`config.mk`:
```
export PLATFORM = sky130hd
export DESIGN_NAME = freq_meter
export DESIGN_NICKNAME = d
export VERILOG_FILES = /design/src/rtl/freq_meter.sv
export SDC_FILE = /design/constraint.sdc
export NUM_CORES = 1
export LEC_CHECK = 0
export CORE_MARGIN = 3
export CORE_UTILIZATION = 57
export CTS_CLUSTER_DIAMETER = 50
export DETAILED_ROUTE_END_ITERATION = 10
export MAX_ROUTING_LAYER = met4
export PLACE_DENSITY = 0.87
export RECOVER_POWER = 25
export SYNTH_ARGS = -nofsm -noshare
export SYNTH_HDL_FRONTEND = slang
export SYNTH_SLANG_ARGS = --single-unit
```
`constraint.sdc`:
```
create_clock -name clk -period 2.7 [get_ports clk]
set_input_delay 0.54 -clock clk [delete_from_list [all_inputs] [get_ports clk]]
set_output_delay 0.54 -clock clk [all_outputs]
set_load 0.02 [all_outputs]
```
`src/rtl/freq_meter.sv`:
```
// Gated frequency counter: counts sig_in rising edges over GATE_CYCLES clk cycles and publishes the count.
// Optional macro FREQ_METER_SAT_EN: saturating edge counter with a per-window overflow flag on ovf.
module freq_meter #(
  parameter int unsigned GATE_CYCLES = 50000000,
  parameter int unsigned GATE_W      = 29,
  parameter int unsigned CNT_W       = 26
) (
  input  logic             clk,
  input  logic             rst_n,
  input  logic             en,
  input  logic             sig_in,
  output logic [CNT_W-1:0] freq_out,
  output logic             freq_valid,
  output logic             busy,
  output logic             ovf
);

  typedef enum logic {ST_IDLE, ST_MEASURE} state_t;

  localparam logic [GATE_W-1:0] LP_GATE_LAST = GATE_W'(GATE_CYCLES - 1);

  state_t            r_state;
  state_t            w_state_nxt;
  logic              r_s1, r_s2, r_s3;
  logic              w_rise;
  logic              w_measure;
  logic              w_end;
  logic [GATE_W-1:0] r_gate_cnt;
  logic [CNT_W-1:0]  r_edge_cnt;
  logic [CNT_W-1:0]  w_edge_next;
  logic [CNT_W-1:0]  r_freq;
  logic              r_valid;

  // Synchronizer plus history flop run in every state.
  always_ff @(posedge clk or negedge rst_n) begin
    if (!rst_n) begin
      r_s1 <= 1'b0;
      r_s2 <= 1'b0;
      r_s3 <= 1'b0;
    end else begin
      r_s1 <= sig_in;
      r_s2 <= r_s1;
      r_s3 <= r_s2;
    end
  end

  assign w_rise = r_s2 & ~r_s3;

  always_ff @(posedge clk or negedge rst_n) begin
    if (!rst_n) r_state <= ST_IDLE;
    else        r_state <= w_state_nxt;
  end

  always_comb begin
    w_state_nxt = r_state;
    case (r_state)
      ST_IDLE:    if (en)  w_state_nxt = ST_MEASURE;
      ST_MEASURE: if (!en) w_state_nxt = ST_IDLE;
      default:    w_state_nxt = ST_IDLE;
    endcase
  end

  assign w_measure = (r_state == ST_MEASURE);
  // The end cycle publishes even if en drops on that same cycle.
  assign w_end     = w_measure && (r_gate_cnt == LP_GATE_LAST);

`ifdef FREQ_METER_SAT_EN
  logic w_sat_hit;
  logic r_flag;
  logic r_ovf;

  assign w_sat_hit   = w_rise & (&r_edge_cnt);
  assign w_edge_next = w_sat_hit ? r_edge_cnt : r_edge_cnt + CNT_W'(w_rise);

  always_ff @(posedge clk or negedge rst_n) begin
    if (!rst_n) begin
      r_flag <= 1'b0;
      r_ovf  <= 1'b0;
    end else begin
      if (w_end) r_ovf <= r_flag | w_sat_hit;
      if (w_measure && en && !w_end) r_flag <= r_flag | w_sat_hit;
      else                           r_flag <= 1'b0;
    end
  end

  assign ovf = r_ovf;
`else
  assign w_edge_next = r_edge_cnt + CNT_W'(w_rise);
  assign ovf         = 1'b0;
`endif

  always_ff @(posedge clk or negedge rst_n) begin
    if (!rst_n) begin
      r_gate_cnt <= '0;
      r_edge_cnt <= '0;
      r_freq     <= '0;
      r_valid    <= 1'b0;
    end else begin
      r_valid <= w_end;
      if (w_end) begin
        r_freq     <= w_edge_next;
        r_gate_cnt <= '0;
        r_edge_cnt <= '0;
      end else if (w_measure && en) begin
        r_gate_cnt <= r_gate_cnt + GATE_W'(1);
        r_edge_cnt <= w_edge_next;
      end else begin
        r_gate_cnt <= '0;
        r_edge_cnt <= '0;
      end
    end
  end

  assign freq_out   = r_freq;
  assign freq_valid = r_valid;
  assign busy       = w_measure;

endmodule

```
==> impl_results.rst <==
.. list-table::
   :header-rows: 1

   * - Metric
     - Value
   * - Status
     - finished with violations
   * - Failing checks
     - max-capacitance violations, max-slew violations
   * - Crit path largest cell delay
     - 0.54 ns
   * - Register clock-pin slew on the reported worst setup and hold paths
     - 0.09 ns
   * - Leakage power of the design
     - 0.00183 µW
   * - Post-DP HPWL
     - 5.80 mm
   * - Most repeated library cell on the critical path
     - or4_1
   * - Clock tree buffer depth
     - 2
   * - Cells resized by post-CTS repair
     - 0
   * - Power per cell area
     - 521 mW/mm²
   * - Post-detailed-route count of antenna-violating nets
     - 0
   * - Class of the tightest hold or removal check
     - flop to flop
   * - Worst Reg-to-Reg Cells
     - 6
   * - Max rail drop VDD
     - 0.000363 V
   * - Number of detailed-routing iterations run before antenna repair
     - 4
   * - Sequential area share after synthesis
     - 0.554
   * - Number of flops mapped to enable cells by yosys
     - 0
   * - Sequence of cells on the critical path
     - or4_1, or4_1, or3_1, nand3_4, buf_12, nor2_1
   * - Worst setup skew after layout
     - 0.0128 ns
   * - Hold worst-path end
     - r_s2
   * - Clock H-tree levels
     - 3
   * - Pin count of the biggest net entering global routing
     - 36
   * - Achievable clock frequency
     - 413 MHz
   * - Top cell type by total area after synthesis
     - dfrtp_1
   * - Floorplan core area
     - 0.00646 mm²
   * - Number of placed cells counting well taps
     - 486
   * - Per-cell routed wire length
     - 16.1 µm
   * - Unrepaired setup endpoints after global routing
     - false
   * - Net count after synthesis
     - 391
   * - Pre-CTS setup slack
     - 0.258 ns
   * - Number of I/O port buffers
     - 31
   * - First-pass GRT wire length
     - 13.7 mm
   * - Path type of the worst setup path
     - flop to flop
   * - Count of final max-slew check failures
     - 36
   * - Detailed-route DRC error count
     - 0
   * - Starting DRC count in detailed routing
     - 174
   * - Placer Congestion
     - 0.805
   * - Fin util
     - 0.689
   * - Final layout net count
     - 427
   * - Synth area leaders
     - dfrtp_1, nor2_1, xnor2_1
   * - Via-to-Cell Ratio
     - 5.81
   * - Number of distinct library cells after synthesis
     - 33
   * - Total vias in the final route
     - 2916
   * - Top_reg_cell synth
     - dfrtp_1
   * - Root buffer selected by CTS
     - clkbuf_8
   * - Final hold vios
     - 0
   * - Clock buffers created by TritonCTS
     - 9
   * - Terminus of the critical flop-to-flop path
     - r_gate_cnt[2]
   * - Critical path arrival
     - 2.68 ns
   * - Hold Crit Depth
     - 0
   * - Cell area after synthesis
     - 0.00388 mm²
   * - Final worst setup slack
     - 0.277 ns
   * - Die span in x
     - 88.5 µm
   * - Area share of the leading cell type in the synthesized netlist
     - 0.554
   * - Number of flip-flops and latches in the synthesized netlist
     - 86
   * - Boundary pin count
     - 33
   * - TritonCTS clock tree
     - built
   * - Count of maximum capacitance violations
     - 1
   * - Initial standard-cell utilization of the core
     - 0.601
   * - Area growth from synthesis to layout
     - 14.7%
   * - Aggregate global-route resource usage
     - 0.239
   * - Number of setup buffers added after CTS
     - 0
   * - Async set-or-reset flop fraction in the synthesized netlist
     - 1.00
   * - Number of hold buffers added after CTS
     - 0
   * - Crit-path max FO
     - 26
   * - Layout cells sized above 1
     - 0.0682
   * - Post-detailed-routing wire length
     - 8.07 mm
   * - Avg Inst Size Synth
     - 10.1 µm²
   * - Latest clock arrival within the worst-skew pair
     - 0.37 ns
   * - Overflow left after global routing
     - 0
   * - Tmin final
     - 2.42 ns
   * - Via count of the first global-routing pass
     - 2903
   * - Antenna diode count
     - 0
   * - Number of warning messages in the yosys log
     - 0
   * - Number of setup violations in the final report
     - 0
   * - Post-layout instance count excluding filler cells
     - 502
   * - Final worst path period share
     - 0.898
   * - Setup tns final
     - 0 ns
   * - Worst-margin pin slew
     - 1.86 ns
   * - Worst endpoint required time
     - 2.96 ns
   * - Die area
     - 0.00783 mm²
   * - Crit Reg-Reg Startpoint
     - r_gate_cnt[9]
   * - Number of instances in the synthesized netlist
     - 384
   * - Top cells by count, synth
     - dfrtp_1, nor2_1, nand2_1
   * - Flop-to-flop setup slack
     - 0.28 ns
   * - Initial antenna violation count
     - 0
   * - CP endpoint kind
     - flop
   * - Cell with the largest stage delay on the worst path
     - or4_1
   * - Kind of start point of the critical path
     - flop
   * - Number of rows in the core area
     - 29
   * - Clock Sinks
     - 86
   * - Slew headroom
     - -0.240
   * - Hold Crit Start
     - r_s1
   * - Height of the chip
     - 88.5 µm
   * - Dominant cell by count in the synthesized netlist
     - dfrtp_1
==> layout by cell type, fill, tap and decap left out, types with 2 or more instances in the layout <==
| cell | netlist | final |
|---|---|---|
| a21oi_1 | 12 | 12 |
| and2_1 | 2 | 2 |
| and3_1 | 6 | 6 |
| and4_1 | 10 | 10 |
| buf_4 | 2 | 7 |
| clkbuf_8 | 0 | 10 |
| clkdlybuf4s50_1 | 0 | 28 |
| dfrtp_1 | 86 | 86 |
| dlygate4sd3_1 | 0 | 2 |
| ha_1 | 3 | 3 |
| inv_1 | 7 | 7 |
| inv_6 | 0 | 3 |
| nand2_1 | 32 | 32 |
| nand3_1 | 22 | 22 |
| nand4_1 | 13 | 13 |
| nor2_1 | 72 | 72 |
| nor2b_1 | 2 | 2 |
| nor3_1 | 9 | 9 |
| nor4_1 | 8 | 7 |
| nor4b_1 | 2 | 2 |
| o21ai_0 | 9 | 9 |
| o21ai_1 | 12 | 12 |
| o31a_1 | 3 | 3 |
| or2_2 | 2 | 2 |
| or3_1 | 3 | 3 |
| or4_1 | 3 | 3 |
| xnor2_1 | 25 | 25 |
| xor2_1 | 20 | 20 |
==> per-stage QoR <==
step	instance area [µm²]	power [µW]	hold WS, ns
after floorplan	3880	1350	0.244
after global placement	4250	1380	0.333
after detailed placement	4250	1380	0.367
after CTS	4460	2340	0.119
after global routing	4450	2390	0.382
final	4450	2320	0.385
==> cell families after synthesis <==
family / count (synthesis) / share of synthesized area
and+or+nand+nor: 190 / 0.243
DFF: 86 / 0.554
xor gates and xnor gates: 45 / 0.102
AOI/OAI and AO/OA: 37 / 0.0516
buffers and inverters: 22 / 0.0390
adders and majority gates: 3 / 0.00967
other: 1 / 0.000966
==> critical path: cells and delay by family, from the launching register on <==
| family | cells | cell delay, ns |
|---|---|---|
| simple gates | 5 | 1.70 |
| buf+inv | 1 | 0.19 |
| flops | 1 | 0.42 |
==> power by group <==
part	internal (µW)	switching, µW
combinational	13.9	45.0
clock	469	495
sequential	1290	4.21
==> sequential cells by signal, indices dropped and copies added (netlist names) <==
signal / cells
freq_out: 26
r_edge_cnt: 26
r_s1: 1
freq_valid: 1
r_s3: 1
r_gate_cnt: 29
r_s2: 1
busy: 1
==> how the worst max path moves through the flow <==
stage,startpoint,end,cells after the start
CTS,r_gate_cnt[9],r_gate_cnt[2],6
finish,r_gate_cnt[9],r_gate_cnt[2],6
global placement,r_gate_cnt[9],r_edge_cnt[16],6
global route,r_gate_cnt[9],r_edge_cnt[4],6
floorplan,r_gate_cnt[9],r_edge_cnt[15],7
detailed placement,r_gate_cnt[9],r_edge_cnt[5],6
==> area by class of cell <==
type	count	area, µm²
Timing Repair Buffer	40	382
Clock buffer	10	138
Fill cell	468	2010
Sequential cell	86	2150
Tap cell	77	96.3
Multi-Input combinational cell	276	1580
Inverter	7	26.3
Clock inverter	6	75.1
==> routing by layer <==
layer,wire length [µm],track usage,vias to the layer above
li1,-,-,1384
met1,3300,0.282,1419
met2,4170,0.396,93
met3,386,0.0400,20
met4,210,0.117,0
met5,0,-,-
(Power assumes the default switching activity.)
